==> config.mk <==
export PLATFORM = sky130hd
export DESIGN_NAME = uart_rx
export DESIGN_NICKNAME = d
export VERILOG_FILES = /design/src/rtl/uart_rx.sv
export SDC_FILE = /design/constraint.sdc
export NUM_CORES = 1
export LEC_CHECK = 0
export BUFFER_PORTS_ARGS = -buffer_cell sky130_fd_sc_hd__buf_2
export CORE_UTILIZATION = 55
export CTS_CLUSTER_DIAMETER = 30
export DETAILED_ROUTE_END_ITERATION = 6
export GPL_ROUTABILITY_DRIVEN = 0
export GPL_TIMING_DRIVEN = 0
export PLACE_DENSITY_LB_ADDON = 0.3
export SKIP_CTS_REPAIR_TIMING = 1
export SYNTH_ARGS = -nofsm -noshare
export SYNTH_HDL_FRONTEND = slang
export SYNTH_SLANG_ARGS = --single-unit
==> constraint.sdc <==
create_clock -name clk -period 2.7 [get_ports clk]
set_clock_uncertainty 0.15 [all_clocks]
set_input_delay 0.54 -clock clk [delete_from_list [all_inputs] [get_ports clk]]
set_output_delay 0.54 -clock clk [all_outputs]
set_load 0.02 [all_outputs]
==> src/rtl/uart_rx.sv <==
// 8N1 UART receive engine with 16x oversampling, start-bit glitch rejection,
// 3-sample majority voting and framing-error detection.
module uart_rx #(
    parameter int CLOCK      = 100000000,
    parameter int BAUD       = 115200,
    parameter int OVERSAMPLE = 16
) (
    input  logic       clk,
    input  logic       rst_n,
    input  logic       rx,
    output logic [7:0] rx_byte,
    output logic       data_ready,
    output logic       frame_error,
    output logic       busy
);

    // Rounded divide so the tick rate lands as close as possible to 16x baud.
    localparam int DIV   = (CLOCK + BAUD * (OVERSAMPLE / 2)) / (BAUD * OVERSAMPLE);
    localparam int DIV_W = (DIV > 1) ? $clog2(DIV) : 1;

    typedef enum logic [1:0] {
        IDLE  = 2'd0,
        START = 2'd1,
        DATA  = 2'd2,
        STOP  = 2'd3
    } state_t;

    state_t             state_q, state_d;
    logic               rx_meta_q, rx_meta_d;
    logic               rx_s_q, rx_s_d;
    logic [DIV_W-1:0]   div_cnt_q, div_cnt_d;
    logic [3:0]         scnt_q, scnt_d;
    logic [2:0]         bcnt_q, bcnt_d;
    logic [7:0]         shreg_q, shreg_d;
    logic [2:0]         smp_q, smp_d;
    logic [7:0]         rx_byte_q, rx_byte_d;
    logic               data_ready_q, data_ready_d;
    logic               frame_error_q, frame_error_d;

    logic               tick;
    logic [2:0]         votes;
    logic               maj;

    assign tick = (div_cnt_q == DIV_W'(DIV - 1));

    // At scnt=9 the third sample is being taken this very tick, so vote with live rx_s.
    assign votes = (scnt_q == 4'd9) ? {rx_s_q, smp_q[1:0]} : smp_q;
    assign maj   = (votes[0] & votes[1]) | (votes[0] & votes[2]) | (votes[1] & votes[2]);

    // State register and all datapath flops.
    always_ff @(posedge clk or negedge rst_n) begin
        if (!rst_n) begin
            state_q       <= IDLE;
            rx_meta_q     <= 1'b1;
            rx_s_q        <= 1'b1;
            div_cnt_q     <= '0;
            scnt_q        <= '0;
            bcnt_q        <= '0;
            shreg_q       <= '0;
            smp_q         <= '0;
            rx_byte_q     <= '0;
            data_ready_q  <= 1'b0;
            frame_error_q <= 1'b0;
        end else begin
            // NOTE: non-blocking assignments so every flop samples the pre-edge values of the others.
            state_q       <= state_d;
            rx_meta_q     <= rx_meta_d;
            rx_s_q        <= rx_s_d;
            div_cnt_q     <= div_cnt_d;
            scnt_q        <= scnt_d;
            bcnt_q        <= bcnt_d;
            shreg_q       <= shreg_d;
            smp_q         <= smp_d;
            rx_byte_q     <= rx_byte_d;
            data_ready_q  <= data_ready_d;
            frame_error_q <= frame_error_d;
        end
    end

    // Next-state and datapath logic; everything except the synchroniser and tick counter moves on tick.
    always_comb begin
        // NOTE: every signal gets a default first, so no path through the block can infer a latch.
        state_d   = state_q;
        rx_meta_d = rx;
        rx_s_d    = rx_meta_q;
        div_cnt_d = tick ? '0 : div_cnt_q + DIV_W'(1);
        scnt_d    = scnt_q;
        bcnt_d    = bcnt_q;
        shreg_d   = shreg_q;
        smp_d     = smp_q;

        if (tick) begin
            if (state_q != IDLE) begin
                case (scnt_q)
                    4'd7:    smp_d[0] = rx_s_q;
                    4'd8:    smp_d[1] = rx_s_q;
                    4'd9:    smp_d[2] = rx_s_q;
                    default: ;
                endcase
            end

            case (state_q)
                IDLE: begin
                    if (!rx_s_q) begin
                        state_d = START;
                        scnt_d  = '0;
                    end
                end
                START: begin
                    scnt_d = scnt_q + 4'd1;
                    if (scnt_q == 4'd9 && maj) begin
                        state_d = IDLE;
                    end else if (scnt_q == 4'd15) begin
                        state_d = DATA;
                        scnt_d  = '0;
                        bcnt_d  = '0;
                    end
                end
                DATA: begin
                    scnt_d = scnt_q + 4'd1;
                    if (scnt_q == 4'd15) begin
                        shreg_d = {maj, shreg_q[7:1]};
                        scnt_d  = '0;
                        if (bcnt_q == 3'd7) begin
                            state_d = STOP;
                        end else begin
                            bcnt_d = bcnt_q + 3'd1;
                        end
                    end
                end
                STOP: begin
                    scnt_d = scnt_q + 4'd1;
                    // Leave at mid stop bit to absorb baud mismatch and allow back-to-back frames.
                    if (scnt_q == 4'd9) begin
                        state_d = IDLE;
                    end
                end
                default: state_d = IDLE;
            endcase
        end
    end

    // Output logic: registered strobes decided at the mid-stop-bit tick.
    always_comb begin
        data_ready_d  = 1'b0;
        frame_error_d = 1'b0;
        rx_byte_d     = rx_byte_q;
        if (tick && state_q == STOP && scnt_q == 4'd9) begin
            data_ready_d  = maj;
            frame_error_d = ~maj;
            if (maj) begin
                rx_byte_d = shreg_q;
            end
        end
    end

    assign rx_byte     = rx_byte_q;
    assign data_ready  = data_ready_q;
    assign frame_error = frame_error_q;
    assign busy        = (state_q != IDLE);

endmodule
==> run_results.csv <==
group,metric,value,unit
outcome,outcome,"finished, final reports clean",
yosys,synthesis.nets,155,
power_and_ir_drop,intPower,0.765,mW
finish,drive_above_1_share,30.1,%
cts,root_buffer,"clkbuf_4",
worst_setup_path,path_cells,"clkbuf_1, nor2_1, inv_1, buf_2",
power_and_ir_drop,ir_worst_vdd,0.336,mV
power_and_ir_drop,seqPwrFrac,59.7,%
global_routing,grt_use_total,20.5,%
routing,dr.pass1.iters,5,
sta,fin_setup_tns,0,ns
cts,clock_latency,0.34,ns
placement,placed_cells,202,
placement,dpl.hpwl,2060,um
routing,wl_per_cell,13.9,um
cts,clockBufferDepth,2,
yosys,syn-cell-area,1760,um2
sta,setup_viol,0,
power_and_ir_drop,p_leak,0.970,nW
power_and_ir_drop,cellPowerDensity,490,nW/um2
sta,max_freq,439,MHz
power_and_ir_drop,p_switching,0.196,mW
min_path,hp-class,"primary input to async pin",
global_routing,grt_max_degree,39,
floorplan,row_count,20,
worst_setup_path,reg2regPathDepth,6,
routing,route.detailed.drc,0,
cts,cts_tree,"built",
sta,worst_pin_slew,0.794,ns
worst_setup_path,cp_slowest_cell,"dfrtp_1",
finish,antenna_cells,0,
routing,drt-initial-drc-count,53,
global_routing,antenna_found_initial,0,
yosys,yosys.area.top_type,"dfrtp_1",
worst_setup_path,worst-path-buf-inv,3,
run,cap_violations,0,
floorplan,ioPinCount,14,
global_routing,overflow,0,
worst_setup_path,r2r_slack,0.64,ns
global_routing,grt_pass1_wl,5120,um
yosys,synthCells,145,
sta,hold_viol,0,
yosys,synth.area.top_cells,"dfrtp_1 51%, mux2_2 12%, ha_1 5.0%",
routing,vias,1170,
sta,final-max-slew-violation-count,0,
yosys,synth-warning-count,0,
yosys,avgSynthCellArea,12.1,um2
routing,wirelength,2910,um
floorplan,die-area,3430,um2
worst_setup_path,crit_start,"state_q[0]",
floorplan,dieWidth,58.6,um
floorplan,die_h,58.6,um
power_and_ir_drop,p_sw_share,20.4,%
finish,layout.cells.non_filler,210,
sta,fin_crit_sh,84.4,%
yosys,synth_top_area_share,51.1,%
power_and_ir_drop,p_comb_share,1.3,%
worst_setup_path,required,2.01,ns
routing,ant_nets,0,
worst_setup_path,r2r-start,"div_cnt_q[1]",
finish,nets,175,
worst_setup_path,worstSetupPathType,"flop to output port",
placement,portBuffers,13,
worst_setup_path,slowest_delay,0.38,ns
power_and_ir_drop,clock_power_share,39.0,%
global_routing,grt_pass1_vias,1167,
floorplan,initial_utilization,57.7,%
floorplan,core,3050,um2
yosys,ys_seq_elements,38,
routing,viasPerCell,5.57,
worst_setup_path,r2r-end,"smp_q[0]",
yosys,synth_cell_types,40,
yosys,ys_seq_area_share,54.1,%
cts,numCtsBuffers,5,
worst_setup_path,path_max_fanout,10,
worst_setup_path,worst_setup_path_start_kind,"flop",
worst_setup_path,worstSetupEndpointType,"output port",
cts,cts_htree_levels,2,
cts,clkTransAtPathRegs,0.11,ns
sta,slew_headroom,47.1,%
cts,cts.sinks,38,
worst_setup_path,critPathArrivalTime,1.59,ns
sta,period_needed,2.28,ns
finish,area_delta_synth_final,11.2,%
sta,rsz0062_at_grt,"false",
worst_setup_path,critPathTopFamily,"buffers and inverters",
## placed cells by master (no fill, tap or decap), types with 2 or more instances in the layout
cell type	count
clkbuf_1	3
dfrtp_1	36
nor4_1	2
xor2_1	2
buf_2	14
clkbuf_4	5
a22oi_1	2
inv_1	7
clkinv_2	2
maj3_1	2
dfstp_2	2
o2bb2ai_1	3
nand2b_1	2
o211ai_1	2
a21o_1	2
nor3_1	2
mux2_2	19
ha_1	7
a22o_1	3
o21ai_0	4
nand3_1	7
and3_1	2
nand2_1	6
nor2_1	9
nand4_1	3
## metrics by stage
stage	area (um2)	power (mW)	hold WS (ns)	util (%)	setup slack, ns
global route	1960	0.998	0.105	64.2	0.318
finish	1960	0.961	0.116	64.2	0.421
CTS	1960	0.975	0.114	64.2	0.454
detailed placement	1880	0.598	0.200	61.6	0.632
global placement	1880	0.597	0.196	61.6	0.639
floorplan	1760	0.585	0.0944	-	0.776
## per-layer routing
layer	track usage [%]	share of wire, %
met1	24.9	45
met2	32.0	48
met3	7.25	4.0
met4	10.9	2.9
met5	0	0
## worst max-delay path by stage
stage | to | slack (ns) | depth (start not counted)
after global placement | smp_q[0] | 0.64 | 6
after detailed placement | smp_q[0] | 0.63 | 6
after floorplan | shreg_q[7] | 0.78 | 6
after global routing | busy | 0.32 | 4
after CTS | busy | 0.45 | 4
final | busy | 0.42 | 4
## sequential cells by signal (all words and copies together), names as in the netlist, named ones only
| signal | count |
|---|---|
| bcnt_q | 3 |
| data_ready | 1 |
| div_cnt_q | 6 |
| frame_error | 1 |
| rx_byte | 8 |
| rx_meta_q | 1 |
| rx_s_q | 1 |
| scnt_q | 4 |
| shreg_q | 8 |
| smp_q | 3 |
| state_q | 1 |
## cells in the mapped netlist, drive strengths merged
master,n
a21o,2
a21oi,1
a22o,3
a22oi,2
a31oi,1
a32o,1
and3,2
and3b,1
buf,1
clkbuf,3
dfrtp,36
dfstp,2
ha,7
inv,7
maj3,3
mux2,20
mux2i,1
nand2,6
nand2b,2
nand3,8
nand3b,1
nand4,4
nor2,10
nor3,2
nor4,2
nor4b,1
o211ai,2
o21a,1
o21ai,4
o22ai,1
o2bb2ai,3
or2,1
or2b,1
xnor2,1
xor2,2
## power by group through the flow
| stage | registers (mW) | clock network (mW) | logic (mW) |
|---|---|---|---|
| 2_1_floorplan | 0.584 | 0 | 0.000945 |
| 3_3_place_gp | 0.584 | 0 | 0.0129 |
| 3_5_place_dp | 0.584 | 0 | 0.0135 |
| 4_1_cts | 0.573 | 0.388 | 0.0135 |
| 5_1_grt | 0.574 | 0.409 | 0.0152 |
| 6_report | 0.573 | 0.375 | 0.0125 |
## worst reg2reg max path, stage by stage, from the launching register on
cell	delay, ns
dfrtp_1	0.41
inv_1	0.06
ha_1	0.16
nand4_1	0.17
or2_2	0.36
nor4_1	0.28
mux2_2	0.37
## cells by family (layout without fill, tap and decap cells)
family / after synthesis / after routing / share of synthesized area [%]
DFF: 38 / 38 / 54.1
AOI/OAI and AO/OA: 21 / 21 / 8.66
buffers and inverters: 11 / 32 / 2.41
adders and majority gates: 10 / 10 / 6.75
and+or+nand+nor: 41 / 41 / 13.0
muxes: 21 / 21 / 13.6
xor gates and xnor gates: 3 / 3 / 1.49
## final cells by class
type                       instances  area (um2)
tap                               44        55.1
clock buffer                       5        37.5
clock inverter                     3        40.0
timing repair buffer              13        65.1
inverter                           7        26.3
buffer                             4        16.3
sequential                        38         953
fill                             245        1090
multi-input combinational         96         766
Power figures use the tool's default switching activity.
